--- src/rtl/ctl_pkg.sv ---
// Shared types and encodings for the multicycle control unit.
// State enum, opcode constants, ALU op codes and writeback sources.
package ctl_pkg;

    typedef enum logic [2:0] {
        S_IDLE,
        S_FETCH,
        S_DECODE,
        S_EXEC,
        S_WAIT_EX,
        S_WB
    } state_t;

    localparam logic [6:0] OP_R = 7'b0110011;
    localparam logic [6:0] OP_I = 7'b0010011;

    localparam logic [3:0] ALU_ADD  = 4'b0000;
    localparam logic [3:0] ALU_SUB  = 4'b0001;
    localparam logic [3:0] ALU_SLL  = 4'b0010;
    localparam logic [3:0] ALU_SLT  = 4'b0011;
    localparam logic [3:0] ALU_SLTU = 4'b0100;
    localparam logic [3:0] ALU_XOR  = 4'b0101;
    localparam logic [3:0] ALU_SRL  = 4'b0110;
    localparam logic [3:0] ALU_SRA  = 4'b0111;
    localparam logic [3:0] ALU_OR   = 4'b1000;
    localparam logic [3:0] ALU_AND  = 4'b1001;

    localparam logic IFU_ALU = 1'b0;
    localparam logic IFU_MU  = 1'b1;

    // Base ALU op selected by func3 (no func7 modifier applied)
    function automatic logic [3:0] alu_from_f3(input logic [2:0] f3);
        logic [3:0] op;
        op = ALU_ADD;
        case (f3)
            3'b000: op = ALU_ADD;
            3'b001: op = ALU_SLL;
            3'b010: op = ALU_SLT;
            3'b011: op = ALU_SLTU;
            3'b100: op = ALU_XOR;
            3'b101: op = ALU_SRL;
            3'b110: op = ALU_OR;
            3'b111: op = ALU_AND;
            default: op = ALU_ADD;
        endcase
        return op;
    endfunction

endpackage

--- src/rtl/instr_decoder.sv ---
// Combinational decode of RV32I ALU ops and RV32M multiplies.
// Anything outside that subset is reported as illegal.
module instr_decoder
    import ctl_pkg::*;
(
    input  logic [6:0] opcode,
    input  logic [2:0] func3,
    input  logic [1:0] func7b50,
    output logic       bmuxctl,
    output logic [3:0] aluctl,
    output logic [1:0] mulctl,
    output logic       ifuresctl,
    output logic       is_mu,
    output logic       illegal
);

    // Field decode with safe defaults for every output
    always_comb begin
        bmuxctl   = 1'b0;
        aluctl    = ALU_ADD;
        mulctl    = func3[1:0];
        ifuresctl = IFU_ALU;
        is_mu     = 1'b0;
        illegal   = 1'b0;
        case (opcode)
            OP_R: begin
                case (func7b50)
                    2'b00: aluctl = alu_from_f3(func3);
                    2'b10: begin
                        if (func3 == 3'b000)
                            aluctl = ALU_SUB;
                        else if (func3 == 3'b101)
                            aluctl = ALU_SRA;
                        else
                            illegal = 1'b1;
                    end
                    2'b01: begin
                        if (!func3[2]) begin
                            is_mu     = 1'b1;
                            ifuresctl = IFU_MU;
                        end else begin
                            illegal = 1'b1;
                        end
                    end
                    default: illegal = 1'b1;
                endcase
            end
            OP_I: begin
                bmuxctl = 1'b1;
                aluctl  = alu_from_f3(func3);
                case (func3)
                    3'b001: begin
                        if (func7b50[0])
                            illegal = 1'b1;
                    end
                    3'b101: begin
                        if (func7b50 == 2'b10)
                            aluctl = ALU_SRA;
                        else if (func7b50 != 2'b00)
                            illegal = 1'b1;
                    end
                    default: ;
                endcase
            end
            default: illegal = 1'b1;
        endcase
    end

endmodule

--- src/rtl/control_unit.sv ---
// Multicycle control FSM: fetch, decode, execute, writeback.
// Strobes decode from state; datapath selects are latched in DECODE.
module control_unit
    import ctl_pkg::*;
#(
    parameter int pcmux_N     = 2,
    parameter int ifuresctl_N = 2
) (
    input  logic                           clk,
    input  logic                           rst_n,
    input  logic                           run,
    input  logic [6:0]                     opcode,
    input  logic [2:0]                     func3,
    input  logic [1:0]                     func7b50,
    input  logic                           exdone,
    output logic [$clog2(pcmux_N)-1:0]     pcmuxctl,
    output logic                           pcnextctl,
    output logic                           instrre,
    output logic                           regre,
    output logic                           regwe,
    output logic                           bmuxctl,
    output logic [3:0]                     aluctl,
    output logic                           mulstart,
    output logic [1:0]                     mulctl,
    output logic [$clog2(ifuresctl_N)-1:0] ifuresctl,
    output logic                           illegal,
    output logic [31:0]                    instret
);

    localparam int IW = $clog2(ifuresctl_N);

    state_t state, next_state;

    logic       dec_bmux;
    logic [3:0] dec_alu;
    logic [1:0] dec_mul;
    logic       dec_ifu;
    logic       dec_mu;
    logic       dec_ill;

    logic          bmux_q;
    logic [3:0]    alu_q;
    logic [1:0]    mul_q;
    logic [IW-1:0] ifu_q;
    logic          mu_q;
    logic          ill_q;
    logic [31:0]   instret_q;

    instr_decoder u_dec (
        .opcode    (opcode),
        .func3     (func3),
        .func7b50  (func7b50),
        .bmuxctl   (dec_bmux),
        .aluctl    (dec_alu),
        .mulctl    (dec_mul),
        .ifuresctl (dec_ifu),
        .is_mu     (dec_mu),
        .illegal   (dec_ill)
    );

    // State register
    always_ff @(posedge clk or negedge rst_n) begin
        if (!rst_n)
            state <= S_IDLE;
        else
            state <= next_state;
    end

    // Capture decoded selects on the edge leaving DECODE
    always_ff @(posedge clk or negedge rst_n) begin
        if (!rst_n) begin
            bmux_q <= 1'b0;
            alu_q  <= ALU_ADD;
            mul_q  <= 2'b00;
            ifu_q  <= '0;
            mu_q   <= 1'b0;
            ill_q  <= 1'b0;
        end else if (state == S_DECODE) begin
            bmux_q <= dec_bmux;
            alu_q  <= dec_alu;
            mul_q  <= dec_mul;
            ifu_q  <= IW'(dec_ifu);
            mu_q   <= dec_mu;
            ill_q  <= dec_ill;
        end
    end

    // Retired-instruction counter, bumped on the edge leaving WB
    always_ff @(posedge clk or negedge rst_n) begin
        if (!rst_n)
            instret_q <= 32'd0;
        else if (state == S_WB)
            instret_q <= instret_q + 32'd1;
    end

    // Next-state logic and per-state strobes
    always_comb begin
        next_state = state;
        pcnextctl  = 1'b0;
        instrre    = 1'b0;
        regre      = 1'b0;
        regwe      = 1'b0;
        mulstart   = 1'b0;
        illegal    = 1'b0;
        case (state)
            S_IDLE: begin
                if (run)
                    next_state = S_FETCH;
            end
            S_FETCH: begin
                instrre    = 1'b1;
                next_state = S_DECODE;
            end
            S_DECODE: begin
                regre      = 1'b1;
                next_state = S_EXEC;
            end
            S_EXEC: begin
                if (mu_q) begin
                    mulstart   = 1'b1;
                    next_state = S_WAIT_EX;
                end else begin
                    next_state = S_WB;
                end
            end
            S_WAIT_EX: begin
                if (exdone)
                    next_state = S_WB;
            end
            S_WB: begin
                pcnextctl  = 1'b1;
                regwe      = !ill_q;
                illegal    = ill_q;
                next_state = run ? S_FETCH : S_IDLE;
            end
            default: next_state = S_IDLE;
        endcase
    end

    assign pcmuxctl  = '0;
    assign bmuxctl   = bmux_q;
    assign aluctl    = alu_q;
    assign mulctl    = mul_q;
    assign ifuresctl = ifu_q;
    assign instret   = instret_q;

endmodule

--- config.mk ---
export PLATFORM = sky130hd
export DESIGN_NAME = control_unit
export DESIGN_NICKNAME = d
export VERILOG_FILES = /design/src/rtl/ctl_pkg.sv /design/src/rtl/instr_decoder.sv /design/src/rtl/control_unit.sv
export SDC_FILE = /design/constraint.sdc
export NUM_CORES = 1
export LEC_CHECK = 0
export BUFFER_PORTS_ARGS = -buffer_cell sky130_fd_sc_hd__buf_2
export CAP_MARGIN = 20
export CORE_MARGIN = 5
export CORE_UTILIZATION = 48
export DETAILED_ROUTE_END_ITERATION = 10
export PLACE_DENSITY_LB_ADDON = 0.1
export SKIP_LAST_GASP = 1
export SLEW_MARGIN = 20
export SYNTH_ARGS = -nofsm -noshare
export SYNTH_HDL_FRONTEND = slang
export SYNTH_HIERARCHICAL = 1
export SYNTH_SLANG_ARGS = --single-unit
--- constraint.sdc ---
create_clock -name clk -period 1.8 [get_ports clk]
set_clock_uncertainty 0.15 [all_clocks]
set_input_delay 0.18 -clock clk [delete_from_list [all_inputs] [get_ports clk]]
set_output_delay 0.18 -clock clk [all_outputs]
set_load 0.01 [all_outputs]
== Yosys cells after proc, flatten, opt, wreduce, memory -nomap -nowiden ==
Memory sizes are Yosys's and may differ from the RTL's.
Index checks and enable logic that the tools add are counted.
Word-level totals
  bits in registers: 44
  latch bits: 0
  RAM bits: 0
  bits in read-only memories: 64
  bits of input ports: 16
  output and inout port bits: 47
  logic and storage cells: 60
  memories kept: 2
Memory list
  (no name shown): words 8, bits a word 4, read ports 1, clocked after Yosys merged registers in 0, write ports 0, RTL line ctl_pkg.sv:35  | case (f3)
  (no name shown): words 8, bits a word 4, read ports 1, clocked after Yosys merged registers in 0, write ports 0, RTL line ctl_pkg.sv:35
Operators by class
  add/subtract/negate cells: 1
  $mul: 0
  divide/modulo/power cells: 0
  order comparisons: 0
  equal/unequal tests: 13
  shift operators: 0
  multiplexer cells: 31
  bitwise gates (word level): 0
  reduce and logical (&&, ||, !) cells: 6
Operators by type and width (count)
  adder 32 x 1 -> 32 bit, second input constant: 1
  2-to-1 mux 1 bit: 19
  case mux 3 bit (6 select lines): 1
  case mux 4 bit (2 select lines): 2
  2-to-1 mux 4 bit: 3
  equality test 3 bit, second input constant: 3
  2-to-1 mux 3 bit: 3
  equality test 7 x 5 -> 1 bit, second input constant: 1
  equality test 7 x 6 -> 1 bit, second input constant: 1
  equality test 3 x 1 -> 1 bit, second input constant: 2
  equality test 3 x 2 -> 1 bit, second input constant: 2
  logical NOT 3 bit: 2
  inequality test 2 bit, second input constant: 2
  case mux 1 bit (2 select lines): 2
  case mux 1 bit (3 select lines): 1
  equality test 2 x 1 -> 1 bit, second input constant: 1
  equality test 2 bit, second input constant: 1
  logical NOT 2 bit: 1
  AND reduction 2 bit: 1
  nonzero test 2 bit: 1
  logical NOT 1 bit: 1

== Logic depth before layout (Yosys ltp) ==
  depth after elaboration: 5
  gate-level depth with buffers: 7
  mapped depth without buffers: 6

== By module ==
Netlist, hierarchy kept.
By module, submodules not included
  control_unit: times used 1, cells an instance 179, area each 2093.3 sq um, seq. area each 1126.1 sq um
  instr_decoder: times used 1, cells an instance 39, area each 327.8 sq um, seq. area each 0.0 sq um

== Worst setup path before layout ==
No wires, ideal clock.
  path type: flip-flop to flip-flop
  start: register instret_q[6], in the netlist instret[6]
  end: register instret_q[26], in the netlist instret[26]
  library setup time: 0.079 ns
  arrival: 1.603 ns
  data required time: 1.571 ns
  slack: -0.033 ns
  stages on the path, launching flop included: 7
  buffers on the path: 2
  clock period less this slack: 1.833 ns
  cell sequence: dfrtp_1 > nand4_1 > or3_1 > buf_6 > buf_8 > nor4_4 > xor2_1
On the way
  cells in the longest elaborated chain, start to end: 1
RTL lines
  start, declared: RTL line control_unit.sv:47  | logic [31:0] instret_q;
  start signal, assigned: RTL line control_unit.sv:93  | instret_q <= instret_q + 32'd1;
  adder 32 x 1 -> 32 bit: RTL line control_unit.sv:93
Every way passes these cells.
A chain may end at the register's enable or synchronous reset.

== Final worst setup path ==
  start: register instret_q[7], in the netlist instret[7]
  end: register instret_q[17], in the netlist instret[17]
Same word-level chain as after synthesis.

==> metrics <==
largest net degree at the start of global routing=30; CP max stage cell=or3_4; Num CTS Buffers=5; final core utilization=64.65%; clk sinks=45; cell-internal power=1.815 mW; maximum VDD drop=0.0004428 V; clock latency on the worst-skew pair=290 ps; crit start category=flop; full die area=6564 sq um; Clock Pin Slew Worst Setup and Hold Paths=80 ps; final clock period utilization by the worst path=96.61%; CTS Root Cell=clkbuf_8; # Max-Cap Violations=0; Post-synth EDFFs=0; num rows=25; DRC=0; Die W=81.02 um; area grow syn2layout=28.63%; Arrival @ worst endpoint=1810 ps; vias post-DR=1869; met2 usage=24.71%; Hold Vio Cnt, Final=0; GRT Util Overall=16.05%; dpl hpwl=3.592 mm; Ports=63; die height=81.02 um; GR peak layer=met2; CP required=1870 ps; H-tree depth=2; Inserted Diodes=0; Iteration-0 DRC Markers=54; Async S/R FF share, synth=100.0%; Worst Setup Path Type=flop to flop; Syn Nets=240; drt pass-1 iters=4; gpl congestion=0.7623; share of cells above drive strength 1=42.76%; crit-path cells=nand4_1 -> or3_4 -> buf_4 -> nor3_2 -> xor2_1; total wire length=4.943 mm; Min Hold Slack=36.35 ps; CTS tree=done; Pwr Density=827.4 nW/um^2; initial antenna violation count=0; final non-filler cell total=371; static leakage power=1.649 nW; vias per cell=5.038; Hold Crit Class=primary input to flop; nature of the critical path endpoint=flop; core area=4817 sq um; RSZ-0062 raised after global routing=true; FMAX=0.5751 GHz; WL per Instance=13.32 um; Final Max Tran Viols=0; first-pass GRT wire length=8.204 mm; Mapped Avg Cell Area=11.11 sq um; #FFs+latches synth=45; Synth warnings=6; DRT antenna net count=0; clock tree buffer depth=2; Main synth FF type=dfrtp_1; final setup fails=0; grt ovf=0; Initial Util=50.26%; Gate Count Post-Synth=218; min Tclk post-route=1739 ps; vias in the first global route=1838; clock power share=23.9%; fill count=410; placed cell count=360; Seq pwr share=45.8%; Sw Ratio=29.57%; Net Sw Power=0.7619 mW; sequential fraction of the synthesis area=46.51%; post-synthesis cell type count=42; port bufs=61; Global Route met3 Usage=3.326%; CP peak stage delay=480 ps; GR Util met1=22.23%; CP Max Fanout=7; Post-Syn Area=2421 sq um; Comb pwr share=30.3%; NumNets Final=326; status=completed
==> cell usage after synthesis (2+ instances only) <==
| cell type | instances | area share [%] |
|---|---|---|
| a21oi_1 | 2 | 0.41 |
| xnor2_1 | 12 | 4.3 |
| nand3b_1 | 3 | 0.93 |
| nor3_2 | 4 | 1.7 |
| ha_1 | 6 | 3.1 |
| xor2_1 | 20 | 7.2 |
| buf_4 | 6 | 1.9 |
| and3_1 | 2 | 0.52 |
| o21ai_0 | 3 | 0.62 |
| inv_1 | 7 | 1.1 |
| mux2i_1 | 3 | 1.2 |
| o21a_1 | 2 | 0.62 |
| nand3_1 | 9 | 1.9 |
| nand2_1 | 17 | 2.6 |
| nor2_1 | 12 | 1.9 |
| and4_1 | 3 | 1.1 |
| dfrtp_1 | 45 | 47 |
| nor4_1 | 7 | 1.8 |
| nor3_1 | 7 | 1.4 |
| buf_6 | 2 | 0.93 |
| nor2b_1 | 5 | 1.3 |
| nand2b_1 | 2 | 0.52 |
| nand4_1 | 7 | 1.8 |
| nor4_4 | 3 | 2.6 |
| buf_2 | 3 | 0.62 |
| mux2_2 | 10 | 4.7 |
==> final timing paths <==
path / from / end / slack [ps] / depth (start not counted)
setup / recovery: instret[7] / instret[17] / 60 / 5
hold / removal: run / state[0] / 40 / 3
setup reg to reg: instret[7] / instret[17] / 60 / 5
hold reg to reg: instret[31] / instret[31] / 320 / 1
max in group asynchronous: rst_n / instret[7] / 820 / 3
min in group asynchronous: rst_n / instret[5] / 190 / 2
==> worst max-delay path: cells and delay by family, from the launching register on <==
kind / cells / cell delay, ps
and+or+nand+nor: 3 / 820
xor gates and xnor gates: 1 / 150
buffers and inverters: 1 / 190
DFF: 1 / 360
==> cell usage in the layout (no fill, tap or decap), types with 3 or more instances in the layout <==
cell type,instances
nor2_1,11
mux2_2,10
and4_1,3
nand2_1,17
nor3_1,6
buf_2,61
nand4_1,7
ha_1,6
mux2i_1,3
inv_1,7
xor2_1,20
nand3_1,8
nor4_4,3
clkbuf_8,6
xnor2_1,12
buf_4,26
nand3b_1,3
nor4_2,5
nor2b_1,5
nor3_2,4
o21ai_0,3
dfrtp_1,43
==> final cells by class <==
type | count | area, sq um | area share [%]
Clock buffer | 7 | 86.33 | 2.772
Inverter | 8 | 32.53 | 1.045
Multi-Input combinational cell | 154 | 1241 | 39.86
Sequential cell | 45 | 1129 | 36.24
Tap cell | 67 | 83.83 | 2.692
Timing Repair Buffer | 90 | 541.8 | 17.40
==> state kept, by name (all words and copies together) (netlist names) <==
name       flops
aluctl         4
ifuresctl      1
ill_q          1
mulctl         2
state          3
mu_q           1
instret       32
bmuxctl        1
==> cell families (layout without fill, tap and decap cells) <==
family          count (synthesis)  after routing  share of synthesized area [%]
flops                          45             45                          46.51
buf+inv                        20            105                          5.271
simple gates                   89             90                          24.24
other cells                     1              1                         0.1549
mux                            13             13                          5.892
compound gates                 12             12                          3.256
xor+xnor                       32             32                          11.58
fa+ha+maj                       6              6                          3.101
==> layer usage <==
layer / routed length [um] / up-vias
met2: 2270 / 50
li1: - / 918
met5: 0 / -
met4: 51 / 0
met3: 321 / 6
met1: 2300 / 895
==> stage by stage <==
step	worst slack (ps)	power, mW	instance area [sq um]	TNS [ps]
final	61.08	2.577	3114	0
after global routing	-59.80	2.721	3114	-426.5
after floorplan	5.625	1.640	2426	0
after CTS	-38.28	2.601	3077	-66.20
after detailed placement	-47.56	1.933	2925	-84.05
after global placement	37.00	1.917	2925	0
==> power groups by stage <==
stage	combinational [mW]	sequential, mW	clock [mW]
after floorplan	0.402	1.24	0
after global placement	0.718	1.20	0
after detailed placement	0.730	1.20	0
after CTS	0.782	1.18	0.636
after global routing	0.856	1.20	0.665
final	0.781	1.18	0.615
==> what timing repair did <==
action,4_1_cts,5_1_grt
buffers inserted,3,0
hold endpoints to repair,24,0
pin swaps,0,3
setup endpoints to repair,10,19
resized for setup,6,8
hold buffers,1,0
gates cloned,0,1
Note: power is estimated with default switching activity, not from simulation.
